## src/rtl/ofm_sram_arbiter.sv

```systemverilog
// ofm_sram_arbiter: single-port OFM SRAM scheduler for conv writes, line-buffer reads and APB reads.
// Writes queue in a small FIFO; reads that hit a queued address are answered from the newest queued copy.
module ofm_sram_arbiter #(
  parameter int DATA_WIDTH   = 8,
  parameter int ADDR_BITS    = 11,
  parameter int WFIFO_DEPTH  = 4,
  parameter int STARVE_LIMIT = 8
) (
  input  logic                              HCLK,
  input  logic                              HRESET,
  input  logic                              wr_valid,
  output logic                              wr_ready,
  input  logic [ADDR_BITS-1:0]              wr_addr,
  input  logic [DATA_WIDTH-1:0]             wr_data,
  input  logic                              lb_req,
  output logic                              lb_gnt,
  input  logic [ADDR_BITS-1:0]              lb_addr,
  output logic                              lb_rvalid,
  output logic [DATA_WIDTH-1:0]             lb_rdata,
  input  logic                              apb_req,
  output logic                              apb_gnt,
  input  logic [ADDR_BITS-1:0]              apb_addr,
  output logic                              apb_rvalid,
  output logic [DATA_WIDTH-1:0]             apb_rdata,
  output logic                              sram_ce,
  output logic                              sram_we,
  output logic [ADDR_BITS-1:0]              sram_addr,
  output logic [DATA_WIDTH-1:0]             sram_wdata,
  input  logic [DATA_WIDTH-1:0]             sram_rdata,
  output logic [$clog2(WFIFO_DEPTH):0]      wfifo_level,
  output logic                              busy,
  output logic [$clog2(STARVE_LIMIT+1)-1:0] dbg_starve_cnt
);

  localparam int PTR_W = $clog2(WFIFO_DEPTH);
  localparam int LVL_W = PTR_W + 1;
  localparam int CNT_W = $clog2(STARVE_LIMIT + 1);

  typedef enum logic [1:0] {OWN_NONE, OWN_LB, OWN_APB} owner_t;
  typedef enum logic [1:0] {G_IDLE, G_WRITE, G_LB, G_APB} grant_t;

  // Handshakes: a write transfers on wr_valid && wr_ready; a read request (lb_req/apb_req) and
  // its address are held by the requester until the matching grant is seen in the same cycle.
  logic [ADDR_BITS-1:0]  r_fifo_addr [WFIFO_DEPTH];
  logic [DATA_WIDTH-1:0] r_fifo_data [WFIFO_DEPTH];
  logic [PTR_W-1:0]      r_wptr;
  logic [PTR_W-1:0]      r_rptr;
  logic [LVL_W-1:0]      r_level;
  logic [CNT_W-1:0]      r_starve;
  owner_t                r_owner;
  logic                  r_fwd_hit;
  logic [DATA_WIDTH-1:0] r_fwd_data;

  grant_t                w_grant;
  logic                  w_full;
  logic                  w_empty;
  logic                  w_push;
  logic                  w_pop;
  logic                  w_rd;
  logic                  w_starved;
  logic [ADDR_BITS-1:0]  w_rd_addr;
  logic                  w_fwd_hit;
  logic [DATA_WIDTH-1:0] w_fwd_data;
  logic [DATA_WIDTH-1:0] w_rsp_data;

  assign w_full    = (r_level == LVL_W'(WFIFO_DEPTH));
  assign w_empty   = (r_level == '0);
  assign w_push    = wr_valid && !w_full;
  assign w_starved = apb_req && (r_starve == CNT_W'(STARVE_LIMIT));

  always_comb begin
    w_grant = G_IDLE;
    if (!HRESET) begin
      if (w_full)          w_grant = G_WRITE;
      else if (w_starved)  w_grant = G_APB;
      else if (lb_req)     w_grant = G_LB;
      else if (!w_empty)   w_grant = G_WRITE;
      else if (apb_req)    w_grant = G_APB;
    end
  end

  assign w_pop     = (w_grant == G_WRITE);
  assign w_rd      = (w_grant == G_LB) || (w_grant == G_APB);
  assign w_rd_addr = (w_grant == G_APB) ? apb_addr : lb_addr;

  assign lb_gnt     = (w_grant == G_LB);
  assign apb_gnt    = (w_grant == G_APB);
  assign sram_ce    = (w_grant != G_IDLE);
  assign sram_we    = w_pop;
  assign sram_wdata = w_pop ? r_fifo_data[r_rptr] : '0;

  always_comb begin
    sram_addr = '0;
    if (w_pop)     sram_addr = r_fifo_addr[r_rptr];
    else if (w_rd) sram_addr = w_rd_addr;
  end

  // Oldest-to-newest scan so the last hit is the newest queued write to that address.
  always_comb begin
    w_fwd_hit  = 1'b0;
    w_fwd_data = '0;
    for (int i = 0; i < WFIFO_DEPTH; i++) begin
      if ((LVL_W'(i) < r_level) && !(w_pop && (i == 0)) &&
          (r_fifo_addr[r_rptr + PTR_W'(i)] == w_rd_addr)) begin
        w_fwd_hit  = 1'b1;
        w_fwd_data = r_fifo_data[r_rptr + PTR_W'(i)];
      end
    end
  end

  always_ff @(posedge HCLK) begin
    if (w_push) begin
      r_fifo_addr[r_wptr] <= wr_addr;
      r_fifo_data[r_wptr] <= wr_data;
    end
  end

  always_ff @(posedge HCLK or posedge HRESET) begin
    if (HRESET) begin
      r_wptr     <= '0;
      r_rptr     <= '0;
      r_level    <= '0;
      r_starve   <= '0;
      r_owner    <= OWN_NONE;
      r_fwd_hit  <= 1'b0;
      r_fwd_data <= '0;
    end else begin
      if (w_push) r_wptr <= r_wptr + 1'b1;
      if (w_pop)  r_rptr <= r_rptr + 1'b1;
      case ({w_push, w_pop})
        2'b10:   r_level <= r_level + 1'b1;
        2'b01:   r_level <= r_level - 1'b1;
        default: r_level <= r_level;
      endcase
      if (!apb_req || apb_gnt)                     r_starve <= '0;
      else if (r_starve != CNT_W'(STARVE_LIMIT))   r_starve <= r_starve + 1'b1;
      case (w_grant)
        G_LB:    r_owner <= OWN_LB;
        G_APB:   r_owner <= OWN_APB;
        default: r_owner <= OWN_NONE;
      endcase
      r_fwd_hit  <= w_rd && w_fwd_hit;
      r_fwd_data <= w_fwd_data;
    end
  end

  assign w_rsp_data = r_fwd_hit ? r_fwd_data : sram_rdata;

  assign lb_rvalid      = (r_owner == OWN_LB);
  assign apb_rvalid     = (r_owner == OWN_APB);
  assign lb_rdata       = lb_rvalid ? w_rsp_data : '0;
  assign apb_rdata      = apb_rvalid ? w_rsp_data : '0;
  assign wr_ready       = !w_full;
  assign wfifo_level    = r_level;
  assign busy           = !w_empty || (r_owner != OWN_NONE);
  assign dbg_starve_cnt = r_starve;

endmodule

```

## config.mk

```make
export PLATFORM = sky130hd
export DESIGN_NAME = ofm_sram_arbiter
export DESIGN_NICKNAME = d
export VERILOG_FILES = /design/src/rtl/ofm_sram_arbiter.sv
export SDC_FILE = /design/constraint.sdc
export NUM_CORES = 1
export LEC_CHECK = 0
export CAP_MARGIN = 20
export CORE_UTILIZATION = 65
export CTS_CLUSTER_SIZE = 14
export DETAILED_ROUTE_END_ITERATION = 8
export DONT_BUFFER_PORTS = 1
export PLACE_DENSITY = 0.81
export SYNTH_ARGS = -nofsm -noshare
export SYNTH_HDL_FRONTEND = slang
export SYNTH_SLANG_ARGS = --single-unit
export TNS_END_PERCENT = 20
```

## constraint.sdc

```tcl
create_clock -name HCLK -period 3.89 [get_ports HCLK]
set_input_delay 0.1945 -clock HCLK [delete_from_list [all_inputs] [get_ports HCLK]]
set_output_delay 0.1945 -clock HCLK [all_outputs]
set_load 0.05 [all_outputs]
```

==> Word level (Yosys, flattened, before mapping) <==
Memory sizes are Yosys's and may differ from the RTL's.
Cells that the tools add are included.
{ "word_totals": {"regBits": 22, "mem_bits_rw": 76, "out_inout_bits": 50, "word_cells": 81, "memories": 2} }
{ "op_classes": {"addsub": 7, "n_lt_le_gt_ge": 4, "n_eq_ne": 14, "muxes": 27, "reduce_logical": 20} }
{ "memory_table": {"columns": ["memory", "words", "width", "read_ports", "rd_ports_with_merged_regs", "wr", "line", "source"], "rows": [
  ["r_fifo_addr", 4, 11, 4, 0, 1, "44", "logic [ADDR_BITS-1:0] r_fifo_addr [WFIFO_DEPTH];"],
  ["r_fifo_data", 4, 8, 4, 0, 1, "45", "logic [DATA_WIDTH-1:0] r_fifo_data [WFIFO_DEPTH];"]
]} }
{ "op_table": {"columns": ["operator", "n"], "rows": [
  ["8-bit 2-to-1 mux", 8],
  ["11-bit equality test", 4],
  ["11-bit 2-to-1 mux", 3],
  ["2-bit 2-to-1 mux", 6],
  ["2-bit equality test, second input constant", 4],
  ["1-bit logical AND", 8],
  ["4-bit 2-to-1 mux", 2],
  ["2-bit nonzero test", 4],
  ["2-bit by 1-bit equality test with 1-bit output, second input constant", 3],
  ["1-bit by 3-bit < comparator with 1-bit output, first input constant", 2],
  ["2-bit by 3-bit < comparator with 1-bit output, first input constant", 2],
  ["1-bit 2-to-1 mux", 6],
  ["3-bit one-hot mux with 2 select lines", 1],
  ["2-bit by 1-bit adder with 2-bit output, second input constant", 2],
  ["2-bit adder, second input constant", 2],
  ["4-bit by 1-bit adder with 4-bit output, second input constant", 1],
  ["4-bit equality test, second input constant", 1],
  ["1-bit zero test", 4],
  ["4-bit != test, second input constant", 1],
  ["2-bit one-hot mux with 2 select lines", 1],
  ["3-bit by 1-bit adder with 3-bit output, second input constant", 1],
  ["3-bit equality test, second input constant", 1],
  ["3-bit zero test", 1],
  ["1-bit logical OR", 3],
  ["3-bit by 1-bit subtractor with 3-bit output, second input constant", 1]
]} }

==> Depth between registers and ports, before layout <==
{ "depth": {"ltp_word": 15, "depth_mapped": 14, "ltp_nobuf": 11} }

==> Least setup slack after synthesis <==
Ideal clock, no wire load.
{ "synth_path": {"kind": "register -> register", "start": "register r_level[0], in the netlist wfifo_level[0]", "end": "register r_fwd_data[4]", "setup_time_ns": 0.099, "t_arrival_ns": 3.708, "t_required_ns": 3.791, "setup_slack_ns": 0.083, "stages_incl_launch_ff": 12, "n_path_buf": 0, "period_less_slack_ns": 3.807, "path_cell_list": "dfrtp_1 inv_1 ha_1 nand2_1 o311ai_4 o21ai_2 and2_1 o221ai_1 or4_4 a211oi_4 o211ai_1 a311oi_1"} }
{ "synth_via": {"elab_chain_cells": 14, "elab_cells_between_ends": 28, "classes_between": "order compare (4); eq/ne (7); mux (10); reduce/logical (7)"} }
{ "synth_lines": {"columns": ["element", "line", "source"], "rows": [
  ["start: declaration", "48", "logic [LVL_W-1:0] r_level;"],
  ["start signal: assignment", "131", "2'b10: r_level <= r_level + 1'b1;"],
  ["start signal: assignment", "132", "2'b01: r_level <= r_level - 1'b1;"],
  ["start signal: assignment", "133", "default: r_level <= r_level;"],
  ["3-bit zero test", "67", "assign w_empty = (r_level == '0);"],
  ["2-bit 2-to-1 mux", "77", "else if (!w_empty) w_grant = G_WRITE;"],
  ["2-bit 2-to-1 mux", "76", "else if (lb_req) w_grant = G_LB;"],
  ["2-bit 2-to-1 mux", "75", "else if (w_starved) w_grant = G_APB;"],
  ["2-bit 2-to-1 mux", "74", "if (w_full) w_grant = G_WRITE;"],
  ["2-bit 2-to-1 mux", "73", "if (!HRESET) begin"],
  ["2-bit equality test or 2-bit by 1-bit equality test with 1-bit output (tied branches)", "84, 82", null],
  ["11-bit 2-to-1 mux or 1-bit zero test (tied branches)", "84, 103", null],
  ["11-bit equality test or 1-bit logical AND (tied branches)", "104, 103", null],
  ["1-bit logical AND", "103", "if ((LVL_W'(i) < r_level) && !(w_pop && (i == 0)) &&"],
  ["8-bit 2-to-1 mux (3 in a row)", "103", null],
  ["8-bit 2-to-1 mux *", "103", null],
  ["via w_fwd_data[4]", "63", "logic [DATA_WIDTH-1:0] w_fwd_data;"],
  ["end signal: assignment", "143", "r_fwd_data <= w_fwd_data;"],
  ["end: declaration", "52", "logic [DATA_WIDTH-1:0] r_fwd_data;"]
]} }
The timed path passes the listed nets; every way through them passes the cells marked *.
A chain may end at the register's enable or synchronous reset.

==> Worst setup path in the final report <==
{ "layout_path": {"start": "register r_level[1], in the netlist wfifo_level[1]", "end": "register r_fwd_data[1]"} }
The elaborated chain is that of the path after synthesis.

==> impl_metrics.ini <==
[place]
gp_congestion = 0.9501
pre_cts_slack_ns = 0.2805
hpwlAfterDp_um = 11620
io_buffers = 0

[power_and_ir_drop]
ir_drop_v = 0.0004918
power_leakage_nw = 2.730
power_density_nw_per_um2 = 744.4
finalPower_mw = 5.402

[global_route]
overflow = 0
grt_max_degree = 48
gr-usage-all-layers = 0.3251
antenna_found_initial = 1
grt_pass1_vias = 4962
grt_pass1_wl_um = 24900

[floorplanning]
die_area_um2 = 10390
start_util = 0.6674
core_um2 = 9729
fp.dieH_um = 102.0
ios = 104
die_w_um = 102.0
fp-row-count = 36

[route]
drc = 0
vias = 5213
ant_nets = 0
viasPerCell = 6.624
drt-total-wl_um = 16620
wl_per_cell_um = 21.12
drtIter0Drc = 454
firstDrtPassIters = 5

[sta]
period_share = 0.9296
finalSetupViolations = 0
tightest_slew_ns = 1.045
holdWs_ns = 0.03820
final.setup.worst_slack_ns = 0.2740
slew_violations = 0
skew_ns = 0.01193
rsz0062_at_grt = false
relSlewSlack = 0.3052
final-hold-violation-count = 0
layout_min_cycle_time_ns = 3.616
max_freq_mhz = 276.6
setup_tns_ns = 0

[clock_network]
htree_levels = 3
post_cts_buffers = 0
cts_inserted_buffers = 9
clock_sinks = 98
cts_resized = 0
cts_hold_buf = 20
clkTransAtPathRegs_ns = 0.10
cts-root-buf = clkbuf_8
cts_tree = done
worstSkewPairLatency_ns = 0.38
clockBufferDepth = 2

[synth]
syn-num-nets = 678
syn_area_per_cell_um2 = 10.59
synth.distinct_cells = 54
synth_sequential_area_ratio = 0.4362
syn_area_um2 = 6494
ys_async_sr_fraction = 0.2245
netlist_instances = 613
synth_ff_type = edfxtp_1
synth_edf_count = 76
synth-seq-cells = 98
ys_warn_count = 0

[critical_path]
worstPathArrival_ns = 3.90
crit_required_ns = 4.17
cp_max_fo = 15
worst_setup_path_end_kind = flip-flop
criticalPathCategory = reg -> reg
worstRegToRegCells = 12
worstSetupStartpointType = flip-flop

[cells_and_area]
ff_latch_area_um2 = 2838
multiInputGateArea_um2 = 3423
area_growth_pct = 11.75
fin_util = 0.7459
nFillCells = 669
drive_gt1_frac = 0.1960
finalNetCount = 713

[hold_path]
hold_path.class = in -> reg
hold_depth = 2

[outcome]
status = complete, no violations

[flow_run]
cap_viol_max_count = 0
[registers in the layout, summed over array words and instances, names as in the netlist]
signal	count
r_wptr	2
r_fwd_data	8
r_fifo_data	32
r_fifo_addr	44
r_rptr	2
dbg_starve_cnt	4
r_fwd_hit	1
r_owner	2
wfifo_level	3
[cell usage in the layout, fill, tap and decap left out, drive strengths merged, types with 2 or more instances in the layout]
cell	n
edfxtp	76
nand2	62
o21ai	56
nor2	54
buf	46
mux2i	35
a21oi	34
mux2	27
and3	25
mux4	24
dfrtp	22
xnor2	20
dlygate4sd3	20
nand3	19
o22ai	15
inv	14
and2	12
ha	11
clkbuf	11
xor2	10
o211ai	7
a311oi	7
nor4	7
nand2b	4
a21o	4
o2bb2ai	3
clkinv	3
nand3b	2
nor4b	2
o2111ai	2
o311a	2
[synthesized netlist by cell type (2+ instances only)]
| cell type | n | area, µm² |
|---|---|---|
| buf_2 | 11 | 55.05 |
| mux4_2 | 24 | 540.5 |
| o211ai_1 | 7 | 52.55 |
| o21ai_2 | 3 | 26.28 |
| nor4b_1 | 2 | 17.52 |
| a21o_1 | 4 | 30.03 |
| edfxtp_1 | 76 | 2282 |
| nand2b_1 | 4 | 25.02 |
| and3_1 | 25 | 156.4 |
| nand3b_1 | 2 | 15.01 |
| dfrtp_1 | 22 | 550.5 |
| o2111ai_1 | 2 | 17.52 |
| o21ai_0 | 44 | 220.2 |
| buf_6 | 3 | 33.78 |
| o21ai_1 | 9 | 45.04 |
| a21oi_1 | 34 | 170.2 |
| nand2_1 | 62 | 232.7 |
| clkbuf_1 | 23 | 86.33 |
| mux2_2 | 27 | 304.0 |
| o2bb2ai_1 | 2 | 17.52 |
| and2_1 | 12 | 75.07 |
| buf_1 | 5 | 18.77 |
| xnor2_1 | 20 | 175.2 |
| mux2i_1 | 35 | 350.3 |
| o22ai_1 | 15 | 93.84 |
| nor4_1 | 5 | 31.28 |
| a311oi_1 | 7 | 61.31 |
| nor4_2 | 2 | 25.02 |
| xor2_1 | 10 | 87.58 |
| ha_1 | 11 | 137.6 |
| nand3_1 | 18 | 90.09 |
| nor2_1 | 54 | 202.7 |
| inv_1 | 12 | 45.04 |
[per-layer routing]
metal | up-vias | global-route usage | part of all wire
met5 | - | 0 | 0
met4 | 0 | 0.1418 | 0.029
met3 | 52 | 0.08208 | 0.11
met2 | 307 | 0.5260 | 0.48
met1 | 2495 | 0.4189 | 0.38
li1 | 2359 | - | -
[worst max-delay path, cell delays in order, from the launching register on]
cell and delay, ns:
dfrtp_1 0.38, inv_1 0.12, ha_1 0.20, nor2b_1 0.39, o311ai_4 0.12, buf_4 0.22
o21ai_2 0.25, and2_1 0.23, o221ai_1 0.13, or4_4 0.59, a211oi_4 0.43, o211ai_1 0.15
a311oi_1 0.31
[final cells by class]
| cell class | instances | area share |
|---|---|---|
| clock buffers | 11 | 0.01948 |
| multi-input cells | 460 | 0.4717 |
| well taps | 133 | 0.02293 |
| repair buffers | 66 | 0.07931 |
| diodes | 1 | 0.0003448 |
| flip-flops and latches | 98 | 0.3910 |
| inverters | 13 | 0.006724 |
| clock inverters | 5 | 0.008448 |
[path summary, 6_finish.rpt]
check,to,from,slack [ns]
worst max-delay path,r_fwd_data[1],wfifo_level[1],0.27
worst min-delay path,r_wptr[0],wr_valid,0.04
worst max register to register,r_fwd_data[1],wfifo_level[1],0.27
worst min register to register,r_wptr[0],r_wptr[0],0.56
max in group asynchronous,r_rptr[0],HRESET,3.31
min in group asynchronous,r_owner[1],HRESET,0.31
[kinds of logic (layout without fill, tap and decap cells)]
| family | Yosys count | count (layout) | share of synthesized area |
|---|---|---|---|
| other cells | 0 | 1 | 0 |
| xor+xnor | 30 | 30 | 0.04046 |
| mux | 86 | 86 | 0.1840 |
| simple gates | 197 | 197 | 0.1472 |
| fa+ha+maj | 11 | 11 | 0.02119 |
| buf+inv | 55 | 95 | 0.03738 |
| flops | 98 | 98 | 0.4362 |
| compound gates | 136 | 136 | 0.1335 |
[metrics by stage]
stage               cells  cell area [µm²]
floorplan             613             6494
global placement      746             6792
detailed placement    747             6807
CTS                   783             7209
global route          787             7257
finish                787             7257
[where the power goes]
part	leakage, nW	total (mW)	switching [mW]	internal [mW]
logic	1.64	3.16	1.95	1.21
registers	0.983	1.55	0.187	1.36
clock network	0.104	0.688	0.368	0.320
total	2.73	5.40	2.50	2.90
Power figures use the tool's default switching activity.
